<file path="src/rtl/clk_enable_gen.sv">
// Multi-channel clock-enable generator: per-channel runtime divisors, one-cycle ticks and 50% square outputs.
// Optional phase-alignment input sync_start is enabled by defining CLK_ENABLE_GEN_SYNC_START_EN.
module clk_enable_gen #(
    parameter int NUM_CH      = 4,
    parameter int CNT_W       = 24,
    parameter int CH_W        = 2,
    parameter int DEFAULT_DIV = 1
) (
    input  logic              board_clk,
    input  logic              reset,
    input  logic              en,
    input  logic              cfg_wr,
    input  logic [CH_W-1:0]   cfg_ch,
    input  logic [CNT_W-1:0]  cfg_div,
    input  logic              cfg_restart,
`ifdef CLK_ENABLE_GEN_SYNC_START_EN
    input  logic              sync_start,
`endif
    output logic              cfg_err,
    output logic [NUM_CH-1:0] cfg_pending,
    output logic [NUM_CH-1:0] tick,
    output logic [NUM_CH-1:0] sq
);

    localparam logic [CNT_W-1:0] DIV_RST  = CNT_W'(DEFAULT_DIV);
    localparam logic [CH_W:0]    NUM_CH_L = (CH_W + 1)'(NUM_CH);
    localparam logic [CNT_W-1:0] CNT_ONE  = CNT_W'(1);
    localparam logic [CNT_W-1:0] CNT_ZERO = CNT_W'(0);

    logic [CNT_W-1:0]  cnt_q    [NUM_CH];
    logic [CNT_W-1:0]  cnt_d    [NUM_CH];
    logic [CNT_W-1:0]  div_q    [NUM_CH];
    logic [CNT_W-1:0]  div_d    [NUM_CH];
    logic [CNT_W-1:0]  shadow_q [NUM_CH];
    logic [CNT_W-1:0]  shadow_d [NUM_CH];
    logic [NUM_CH-1:0] pend_q;
    logic [NUM_CH-1:0] pend_d;
    logic [NUM_CH-1:0] sq_q;
    logic [NUM_CH-1:0] sq_d;
    logic [NUM_CH-1:0] tick_q;
    logic [NUM_CH-1:0] tick_d;
    logic              cfg_err_q;
    logic              cfg_err_d;

    logic              ch_in_range_s;
    logic [NUM_CH-1:0] ch_hit_s;
    logic [NUM_CH-1:0] wrap_s;

    // Decode the configuration write into a per-channel select and an out-of-range flag.
    always_comb begin
        ch_in_range_s = ({1'b0, cfg_ch} < NUM_CH_L);
        cfg_err_d     = cfg_wr & ~ch_in_range_s;
        ch_hit_s      = {NUM_CH{1'b0}};
        for (int i = 0; i < NUM_CH; i++) begin
            ch_hit_s[i] = cfg_wr & ch_in_range_s & (cfg_ch == CH_W'(i));
        end
    end

    // Per-channel next-state: restart beats counting; a deferred write lands after any same-cycle wrap.
    always_comb begin
        for (int i = 0; i < NUM_CH; i++) begin
            cnt_d[i]    = cnt_q[i];
            div_d[i]    = div_q[i];
            shadow_d[i] = shadow_q[i];
            pend_d[i]   = pend_q[i];
            sq_d[i]     = sq_q[i];
            tick_d[i]   = 1'b0;
            wrap_s[i]   = en & (cnt_q[i] == div_q[i]);

            if (ch_hit_s[i] && cfg_restart) begin
                div_d[i]    = cfg_div;
                shadow_d[i] = cfg_div;
                cnt_d[i]    = CNT_ZERO;
                sq_d[i]     = 1'b0;
                pend_d[i]   = 1'b0;
            end else begin
                if (wrap_s[i]) begin
                    cnt_d[i]  = CNT_ZERO;
                    tick_d[i] = 1'b1;
                    sq_d[i]   = ~sq_q[i];
                    div_d[i]  = pend_q[i] ? shadow_q[i] : div_q[i];
                    pend_d[i] = 1'b0;
                end else if (en) begin
                    cnt_d[i] = cnt_q[i] + CNT_ONE;
                end else begin
                    cnt_d[i] = cnt_q[i];
                end

                // The wrap above consumed the old shadow; this write becomes the next pending value.
                if (ch_hit_s[i]) begin
                    shadow_d[i] = cfg_div;
                    pend_d[i]   = 1'b1;
                end else begin
                    shadow_d[i] = shadow_q[i];
                end
            end

`ifdef CLK_ENABLE_GEN_SYNC_START_EN
            // Alignment pulse zeroes phase on every channel and commits any waiting divisor.
            if (sync_start) begin
                cnt_d[i]  = CNT_ZERO;
                sq_d[i]   = 1'b0;
                tick_d[i] = 1'b0;
                if (!(ch_hit_s[i] && cfg_restart)) begin
                    div_d[i]  = pend_q[i] ? shadow_q[i] : div_d[i];
                    pend_d[i] = ch_hit_s[i];
                end else begin
                    pend_d[i] = 1'b0;
                end
            end else begin
                tick_d[i] = tick_d[i];
            end
`endif
        end
    end

    // Channel state registers.
    always_ff @(posedge board_clk or negedge reset) begin
        if (!reset) begin
            for (int i = 0; i < NUM_CH; i++) begin
                cnt_q[i]    <= CNT_ZERO;
                div_q[i]    <= DIV_RST;
                shadow_q[i] <= DIV_RST;
            end
            pend_q    <= {NUM_CH{1'b0}};
            sq_q      <= {NUM_CH{1'b0}};
            tick_q    <= {NUM_CH{1'b0}};
            cfg_err_q <= 1'b0;
        end else begin
            for (int i = 0; i < NUM_CH; i++) begin
                cnt_q[i]    <= cnt_d[i];
                div_q[i]    <= div_d[i];
                shadow_q[i] <= shadow_d[i];
            end
            pend_q    <= pend_d;
            sq_q      <= sq_d;
            tick_q    <= tick_d;
            cfg_err_q <= cfg_err_d;
        end
    end

    assign cfg_err     = cfg_err_q;
    assign cfg_pending = pend_q;
    assign tick        = tick_q;
    assign sq          = sq_q;

endmodule
</file>
<file path="config.mk">
export PLATFORM = sky130hd
export DESIGN_NAME = clk_enable_gen
export DESIGN_NICKNAME = d
export VERILOG_FILES = /design/src/rtl/clk_enable_gen.sv
export SDC_FILE = /design/constraint.sdc
export NUM_CORES = 1
export LEC_CHECK = 0
export CORE_MARGIN = 5
export CORE_UTILIZATION = 50
export CTS_CLUSTER_SIZE = 28
export DETAILED_ROUTE_END_ITERATION = 12
export GPL_ROUTABILITY_DRIVEN = 0
export PLACE_DENSITY = 0.7
export SYNTH_ARGS = -nofsm -noshare
export SYNTH_HDL_FRONTEND = slang
export SYNTH_SLANG_ARGS = --single-unit
</file>
<file path="constraint.sdc">
create_clock -name board_clk -period 2.1 [get_ports board_clk]
set_input_delay 0.42 -clock board_clk [delete_from_list [all_inputs] [get_ports board_clk]]
set_output_delay 0.42 -clock board_clk [all_outputs]
set_load 0.05 [all_outputs]
</file>
==> flow_summary.yaml, run 1 <==
global_route:
  antenna_found_initial: 0
  grt_pass1_vias: 10200
  grt_max_degree: 73
  grt_pass1_wl_um: 55200
  grt_use_total_pct: 21.8
  gr-total-overflow: 0
power_and_ir_drop:
  power.leakage_uw: 0.00807
  power_density_nw_per_um2: 897
  ir_worst_vdd_uv: 639
routing:
  dr.pass1.iters: 5
  ant_nets: 0
  wl_um: 34200
  wl_per_cell_um: 18.5
  drt-initial-drc-count: 723
  drc: 0
  vias: 10000
  viasPerCell: 5.44
die:
  initial_core_util_pct: 51.0
  core_um2: 27900
  dieArea_um2: 32000
  rows: 61
  io_pins: 44
  die_w_um: 179
  die-height_um: 179
clocking:
  clock-sinks: 300
  clkTransAtPathRegs_ns: 0.06
  cts_root_buf: "clkbuf_16"
  htree_levels: 1
  cts_tree: "done"
  numCtsBuffers: 31
  clk_latency_ns: 0.56
  clk_path_buf_depth: 3
synthesis:
  avgSynthCellArea_um2: 10.9
  synth_xor_xnor_area_share_pct: 11.1
  yosys_register_bits: 300
  synth_compound_area_share_pct: 4.79
  async_flop_share_pct: 100
  synthSimpleGateAreaFrac_pct: 14.1
  yosysTopAreaCell: "dfrtp_1"
  synthCells: 1310
  synth_top_family_by_area: "multiplexers"
  synth_top_area_share_pct: 51.3
  synth_area_leaders: "dfrtp_1 (51%), mux2_2 (7.6%), mux2i_1 (7.1%)"
  synth_area_um2: 14300
  synth-edff-count: 0
  synth-main-ff-cell: "dfrtp_1"
  synth_nets: 1345
  ys_seq_area_share_pct: 52.7
  synth_warnings: 0
  muxShareOfSynthArea_pct: 14.7
  synthAdderAreaFrac_pct: 0.351
  synth.distinct_cells: 53
sta:
  rsz0062_at_grt: "yes"
  timing.final.crit_share_pct: 107
  slew_viol_final: 0
  maxSlewHeadroom_pct: 49.0
  final-setup-viol-count: 25
  final_hold_viol_count: 0
  fmax_mhz: 445
  fin_skew_ns: 0.0117
  min_period_ns: 2.25
  worst_pin_slew_ns: 0.763
  layout_setup_ws_ns: -0.147
layout:
  finish.utilization_pct: 61.2
  final_layout_size_suffix_gt1_share_pct: 20.5
  area_growth_pct: 19.8
  num-nets-final: 1479
  num_antenna_cells: 0
critical_path:
  crit_type: "flip-flop to flip-flop"
  r2r-start: "cnt_q[35]"
  arrival_ns: 2.66
  crit_path_end_kind: "flip-flop"
  critPathRequiredTime_ns: 2.52
  crit_path_start_kind: "flip-flop"
  cp_max_fo: 8
  crit_start: "cnt_q[35]"
outcome:
  violations: "setup timing"
  status: "finished with violations"
worst_hold_path:
  holdCritPathClass: "input pin to asynchronous set/reset pin"
placement:
  numPortBuffers: 42
  dp_hpwl_um: 23600
  place_ws_ns: -0.489
run:
  drv_cap: 0
[per-stage QoR]
stage	hold WS, ns	total power [µW]	area (µm²)	setup TNS, ns	cells
floorplan	0.124	9040	14300	-1.51	1310
global placement	0.349	9930	15900	-60.80	1782
detailed placement	0.351	10100	15900	-69.17	1782
CTS	0.356	15400	17000	-2.63	1845
global route	0.380	16100	17100	-6.24	1846
finish	0.356	15300	17100	-3.00	1846
[routing by layer]
layer / vias up / GRT usage [%] / wire (µm)
li1: 4795 / - / -
met1: 4964 / 31.5 / 15300
met2: 229 / 34.7 / 16200
met3: 48 / 3.54 / 1960
met4: 0 / 5.37 / 832
met5: - / 0 / 0
[power by group]
part           leakage, µW  total (µW)  internal (µW)  switching [µW]
clock             0.000472        5290           3070            2210
sequential         0.00368        7510           6730             780
combinational      0.00392        2530           1370            1160
total              0.00807       15300          11200            4150
[flip-flops by register name, summed over array words and instances, names as in the netlist]
register	flops
div_q	96
cnt_q	96
cfg_pending	4
tick	4
shadow_q	96
sq	4
[cell usage after synthesis (2+ instances only)]
library cell and number:
mux2i_1 101, nor3_1 12, and2_1 4, nand4b_1 2, dfstp_2 8, or3_1 3, nor4_1 7, inv_1 3
nand2_1 57, nand4_1 46, and4_1 9, a21oi_1 108, buf_1 3, clkbuf_1 50, nor2_1 207, buf_12 2
nand3b_1 4, xnor2_1 107, a211oi_1 3, ha_1 4, nor2b_1 2, and3_1 16, dfrtp_1 292, nand3_1 49
xor2_1 74, mux2_2 96, buf_2 8, o21ai_0 8
[critical path, cell delays in order, from the launching register on]
cell and delay (ns):
dfrtp_1 0.42, xnor2_2 0.20, nand4_1 0.11, or4_4 0.52, or3_4 0.42, buf_8 0.16, mux2i_1 0.16, a21oi_1 0.10
[cells by family (layout without fill, tap and decap cells)]
kind of cell	Yosys count	in the layout
compound gates	129	129
xor+xnor	181	181
fa+ha+maj	4	4
buf+inv	68	226
flops	300	300
mux	197	197
other cells	1	1
simple gates	430	430
[final timing paths]
path                                 to  slack [ns]  cells past startpoint
min reg2reg                shadow_q[12]        0.51                      1
max                           div_q[43]       -0.15                      7
min                           cnt_q[38]        0.36                      2
min in group board_clk     shadow_q[12]        0.51                      1
max reg2reg                   div_q[43]       -0.15                      7
max in group asynchronous  shadow_q[72]        0.99                      3
[area by class of cell]
cell class	count	area [µm²]
multi-input cells	942	6580
inverters	3	11.3
clock buffers	48	870
repair buffers	166	1540
fillers	2284	10800
well taps	378	473
flip-flops and latches	300	7520
clock inverters	9	97.6
[cell usage in the layout (no fill, tap or decap), types with 46 or more instances in the layout]
cell / count
xor2_1: 74
nor2_1: 207
nand2_1: 56
mux2_2: 96
buf_4: 106
xnor2_1: 95
dfrtp_1: 289
nand4_1: 46
mux2i_1: 100
a21oi_1: 108
nand3_1: 48
[timing repair]
| item | 4_1_cts | 5_1_grt |
|---|---|---|
| endpoints found under the hold margin | 34 | 0 |
| endpoints found under the setup margin | 45 | 99 |
| hold buffers | 1 | 0 |
| gates resized for setup | 28 | 17 |
| setup buffers | 5 | 1 |
| cloned | 0 | 0 |
| pin swaps | 12 | 8 |
No activity file was read; power rests on OpenSTA's default activity.
==> run 2: changes to the inputs <==
Settings changed: ABC_CLOCK_PERIOD_IN_PS from default to 2100, CTS_CLUSTER_DIAMETER from default to 120.
==> flow_summary.yaml, run 2 (synthesized netlist as in run 1, its figures left out) <==
power_and_ir_drop:
  ir_worst_vdd_uv: 684
  switching_share_pct: 28.4
  comb_power_share_pct: 19.3
  pwr-share-clk_pct: 24.0
  p_switching_uw: 3750
  power.leakage_uw: 0.00786
  p_int_uw: 9440
  p_seq_share_pct: 56.7
  power_density_nw_per_um2: 794
  total_power_uw: 13200
critical_path:
  cp-endpoint: "div_q[43]"
  r2r-end: "div_q[43]"
  rr_worst_depth: 7
  crit_path_start_kind: "flip-flop"
  crit_start: "cnt_q[35]"
  cp_max_fo: 8
  crit_path_end_kind: "flip-flop"
  arrival_ns: 2.62
  crit_type: "flip-flop to flip-flop"
  rrSetupSlack_ns: -0.15
  r2r-start: "cnt_q[35]"
  critPathRequiredTime_ns: 2.47
sta:
  final_hold_viol_count: 0
  min_period_ns: 2.25
  timing.final.crit_share_pct: 107
  fin_skew_ns: 0.0245
  rsz0062_at_grt: "yes"
  fmax_mhz: 444
  layout_setup_ws_ns: -0.152
  slew_viol_final: 0
  maxSlewHeadroom_pct: 49.9
  worst_pin_slew_ns: 0.749
  final-setup-viol-count: 25
die:
  core_um2: 27900
  dieArea_um2: 32000
  rows: 61
  die-height_um: 179
  die_w_um: 179
  io_pins: 44
  initial_core_util_pct: 51.0
global_route:
  antenna_found_initial: 0
  grt_use_total_pct: 21.4
  grt_max_degree: 73
  gr-total-overflow: 0
  grt_pass1_wl_um: 54100
  grt_pass1_vias: 9877
clocking:
  cts_tree: "done"
  clk_latency_ns: 0.50
  htree_levels: 1
  numCtsBuffers: 14
  cts_root_buf: "clkbuf_16"
  clkTransAtPathRegs_ns: 0.11
  clock-sinks: 300
  clk_path_buf_depth: 3
layout:
  final_area_um2: 16600
  final_common_cell: "dfrtp_1"
  area_growth_pct: 16.6
  num_antenna_cells: 0
  fillers: 2350
  final_layout_size_suffix_gt1_share_pct: 19.3
  reg_top3: "cnt_q x96, div_q x96, shadow_q x96"
  num-nets-final: 1464
  final_cell_mix: "dfrtp_1 (289), nor2_1 (207), a21oi_1 (108)"
run:
  drv_cap: 0
routing:
  viasPerCell: 5.48
  wl_per_cell_um: 18.7
  drt-initial-drc-count: 768
  dr.pass1.iters: 5
  wl_um: 33900
  ant_nets: 0
  drc: 0
  vias: 9944
placement:
  numPortBuffers: 42
  dp_hpwl_um: 23600
  dpl_cell_area_um2: 15900
worst_hold_path:
  holdCritPathClass: "input pin to flip-flop"
  hold_start: "cfg_restart"
outcome:
  status: "finished with violations"
  violations: "setup timing"
run 2: changes by cell type in the layout (fill, tap and decap cells not counted), moves of 3 or more:
| cell | delta |
|---|---|
| clkbuf_1 | -6 |
| clkbuf_16 | -14 |
| clkinv_2 | -6 |
| clkbuf_8 | -3 |
| dlygate4sd2_1 | -3 |
run 2: through the flow:
step	setup TNS, ns	utilization [%]	instances	hold slack [ns]	worst slack, ns
after floorplan	-1.51	-	1310	0.124	-0.0756
after global placement	-60.80	57.0	1782	0.349	-0.440
after detailed placement	-69.17	57.0	1782	0.351	-0.489
after CTS	-2.27	58.8	1812	0.403	-0.119
after global routing	-6.11	59.5	1815	0.405	-0.256
final	-3.05	59.5	1815	0.378	-0.152
run 2: critical path, stage by stage, from the launching register on:
cell     delay [ns]
dfrtp_1        0.44
xnor2_2        0.21
nand4_1        0.12
or4_4          0.52
or3_4          0.41
buf_6          0.17
mux2i_1        0.16
a21oi_1        0.10
run 2: final cells by class:
class | instances | area (µm²) | area share [%]
Sequential cell | 300 | 7520 | 45.2
Tap cell | 378 | 473 | 2.84
Clock inverter | 1 | 8.76 | 0.0527
Timing Repair Buffer | 168 | 1610 | 9.67
Clock buffer | 23 | 405 | 2.44
Inverter | 3 | 11.3 | 0.0677
Multi-Input combinational cell | 942 | 6600 | 39.7
run 2: power by group through the flow:
| stage | sequential (µW) | combinational [µW] | clock [µW] |
|---|---|---|---|
| floorplan | 7390 | 1650 | 0 |
| global placement | 7540 | 2390 | 0 |
| detailed placement | 7580 | 2470 | 0 |
| CTS | 7470 | 2520 | 3270 |
| global route | 7600 | 2830 | 3470 |
| finish | 7480 | 2540 | 3170 |
run 2: worst min-delay path by stage:
stage / end / depth (start not counted)
floorplan: cfg_pending[0] / 0
global placement: cnt_q[38] / 1
detailed placement: cnt_q[38] / 1
CTS: cnt_q[38] / 2
global route: cfg_pending[2] / 3
finish: cfg_pending[2] / 3
run 2: what timing repair did:
item,CTS,global route
gates cloned,0,2
hold endpoints to repair,34,0
setup buffers,5,1
pin swaps,6,9
setup endpoints to repair,48,101
hold buffers,1,0
gates resized for setup,20,31
run 2: metal layers:
metal,GRT usage (%),vias to the layer above,share of wire [%]
li1,-,4764,-
met1,31.7,4958,46
met2,33.9,182,47
met3,2.68,40,4.5
met4,4.83,0,2.2
met5,0,-,0
==> run 3: changes to the inputs <==
Settings changed: CORE_ASPECT_RATIO from default to 1.25.
==> flow_summary.yaml, run 3 (synthesized netlist as in run 1, its figures left out) <==
critical_path:
  r2r-end: "div_q[34]"
  rr_worst_depth: 7
  critPathRequiredTime_ns: 2.47
  rrSetupSlack_ns: -0.22
  crit_path_start_kind: "flip-flop"
  cp_max_fo: 6
  crit_type: "flip-flop to flip-flop"
  crit_path_end_kind: "flip-flop"
  r2r-start: "cnt_q[47]"
  arrival_ns: 2.69
run:
  drv_cap: 0
clocking:
  cts_root_buf: "clkbuf_16"
  clk_path_buf_depth: 3
  clk_latency_ns: 0.50
  cts_tree: "done"
  clock-sinks: 300
  htree_levels: 1
  clkTransAtPathRegs_ns: 0.11
  numCtsBuffers: 14
layout:
  finish.utilization_pct: 58.8
  area_growth_pct: 16.8
  final_cell_mix: "dfrtp_1 (287), nor2_1 (207), a21oi_1 (108)"
  final_layout_size_suffix_gt1_share_pct: 20.0
  num-nets-final: 1467
  final_common_cell: "dfrtp_1"
  fillers: 2323
  reg_top3: "cnt_q x96, div_q x96, shadow_q x96"
  num_antenna_cells: 0
  final_cells: 1793
global_route:
  antenna_found_initial: 0
  grt_use_total_pct: 21.6
  grt_pass1_wl_um: 55000
  grt_max_degree: 65
  gr-total-overflow: 0
  grt_pass1_vias: 9975
routing:
  wl_met1_um: 14800
  vias: 10100
  drt-initial-drc-count: 771
  ant_nets: 0
  wl_met2_um: 17000
  wl_per_cell_um: 19.1
  drc: 0
  wl_um: 34200
  routed.top_layer: "met4"
  wl_met3_um: 1510
  viasPerCell: 5.61
  dr.pass1.iters: 6
sta:
  fin_skew_ns: 0.0168
  layout_setup_ws_ns: -0.219
  timing.final.crit_share_pct: 110
  worst_pin_slew_ns: 0.654
  final_hold_viol_count: 0
  fmax_mhz: 431
  finalSetupTns_ns: -4.51
  rsz0062_at_grt: "yes"
  holdWs_ns: 0.434
  maxSlewHeadroom_pct: 56.2
  slew_viol_final: 0
  final-setup-viol-count: 24
  min_period_ns: 2.32
placement:
  dp.cells: 1764
  place_ws_ns: -0.426
  dp_hpwl_um: 23800
  numPortBuffers: 42
die:
  die_w_um: 161
  initial_core_util_pct: 50.3
  io_pins: 44
  dieArea_um2: 32000
  core_um2: 28300
  rows: 69
  die-height_um: 199
outcome:
  status: "finished with violations"
  violations: "setup timing"
power_and_ir_drop:
  power.leakage_uw: 0.00788
  power_density_nw_per_um2: 794
  ir_worst_vdd_uv: 415
worst_hold_path:
  holdCritPathClass: "input pin to asynchronous set/reset pin"
run 3: cell count changes in the layout (fill, tap and decap cells not counted), sizes merged:
cell           delta
buf               +3
dlygate4sd2       -1
clkdlybuf4s50     +2
dlymetal6s2s      -1
clkbuf            -2
run 3: routing by layer:
metal / vias up / global-route usage (%)
met2: 192 / 36.6
li1: 4752 / -
met4: 0 / 5.47
met5: - / 0
met1: 5066 / 30.1
met3: 41 / 2.34
run 3: area by class of cell:
| class | count | area [µm²] | share of cell area, % |
|---|---|---|---|
| Clock inverter | 1 | 8.76 | 0.0526 |
| Clock buffer | 21 | 398 | 2.39 |
| Tap cell | 355 | 444 | 2.67 |
| Sequential cell | 300 | 7520 | 45.2 |
| Multi-Input combinational cell | 942 | 6630 | 39.8 |
| Inverter | 3 | 11.3 | 0.0676 |
| Timing Repair Buffer | 171 | 1650 | 9.89 |
run 3: how the worst max path moves through the flow:
stage               from        end  slack, ns
2_1_floorplan  cnt_q[38]  div_q[29]      -0.08
3_3_place_gp          en  div_q[28]      -0.37
3_5_place_dp          en  div_q[47]      -0.43
4_1_cts        cnt_q[32]  div_q[47]      -0.20
5_1_grt        cnt_q[47]  div_q[46]      -0.32
6_report       cnt_q[47]  div_q[34]      -0.22
run 3: power breakdown:
group / leakage, µW / internal (µW) / switching (µW)
Clock: 0.000196 / 1340 / 1790
Combinational: 0.00401 / 1390 / 1190
Sequential: 0.00367 / 6710 / 789
run 3: through the flow:
stage | instance area [µm²] | power (µW)
5_1_grt | 16700 | 13900
2_1_floorplan | 14300 | 9040
6_report | 16700 | 13200
3_5_place_dp | 15900 | 10100
4_1_cts | 16400 | 13200
3_3_place_gp | 15900 | 9970
run 3: what timing repair did:
action	in CTS	in global routing
endpoints found under the setup margin	33	102
pin swaps	2	22
gates resized for setup	20	33
hold endpoints to repair	52	0
gates cloned	1	2
hold buffers	1	0
setup buffers	2	2
run 3: worst max-delay path: stages, from the launching register on:
cell       delay, ns
dfrtp_1         0.44
xnor2_1         0.21
nand4_1         0.12
or4_1           0.53
or3_4           0.46
clkbuf_16       0.19
mux2i_1         0.15
a21oi_1         0.09
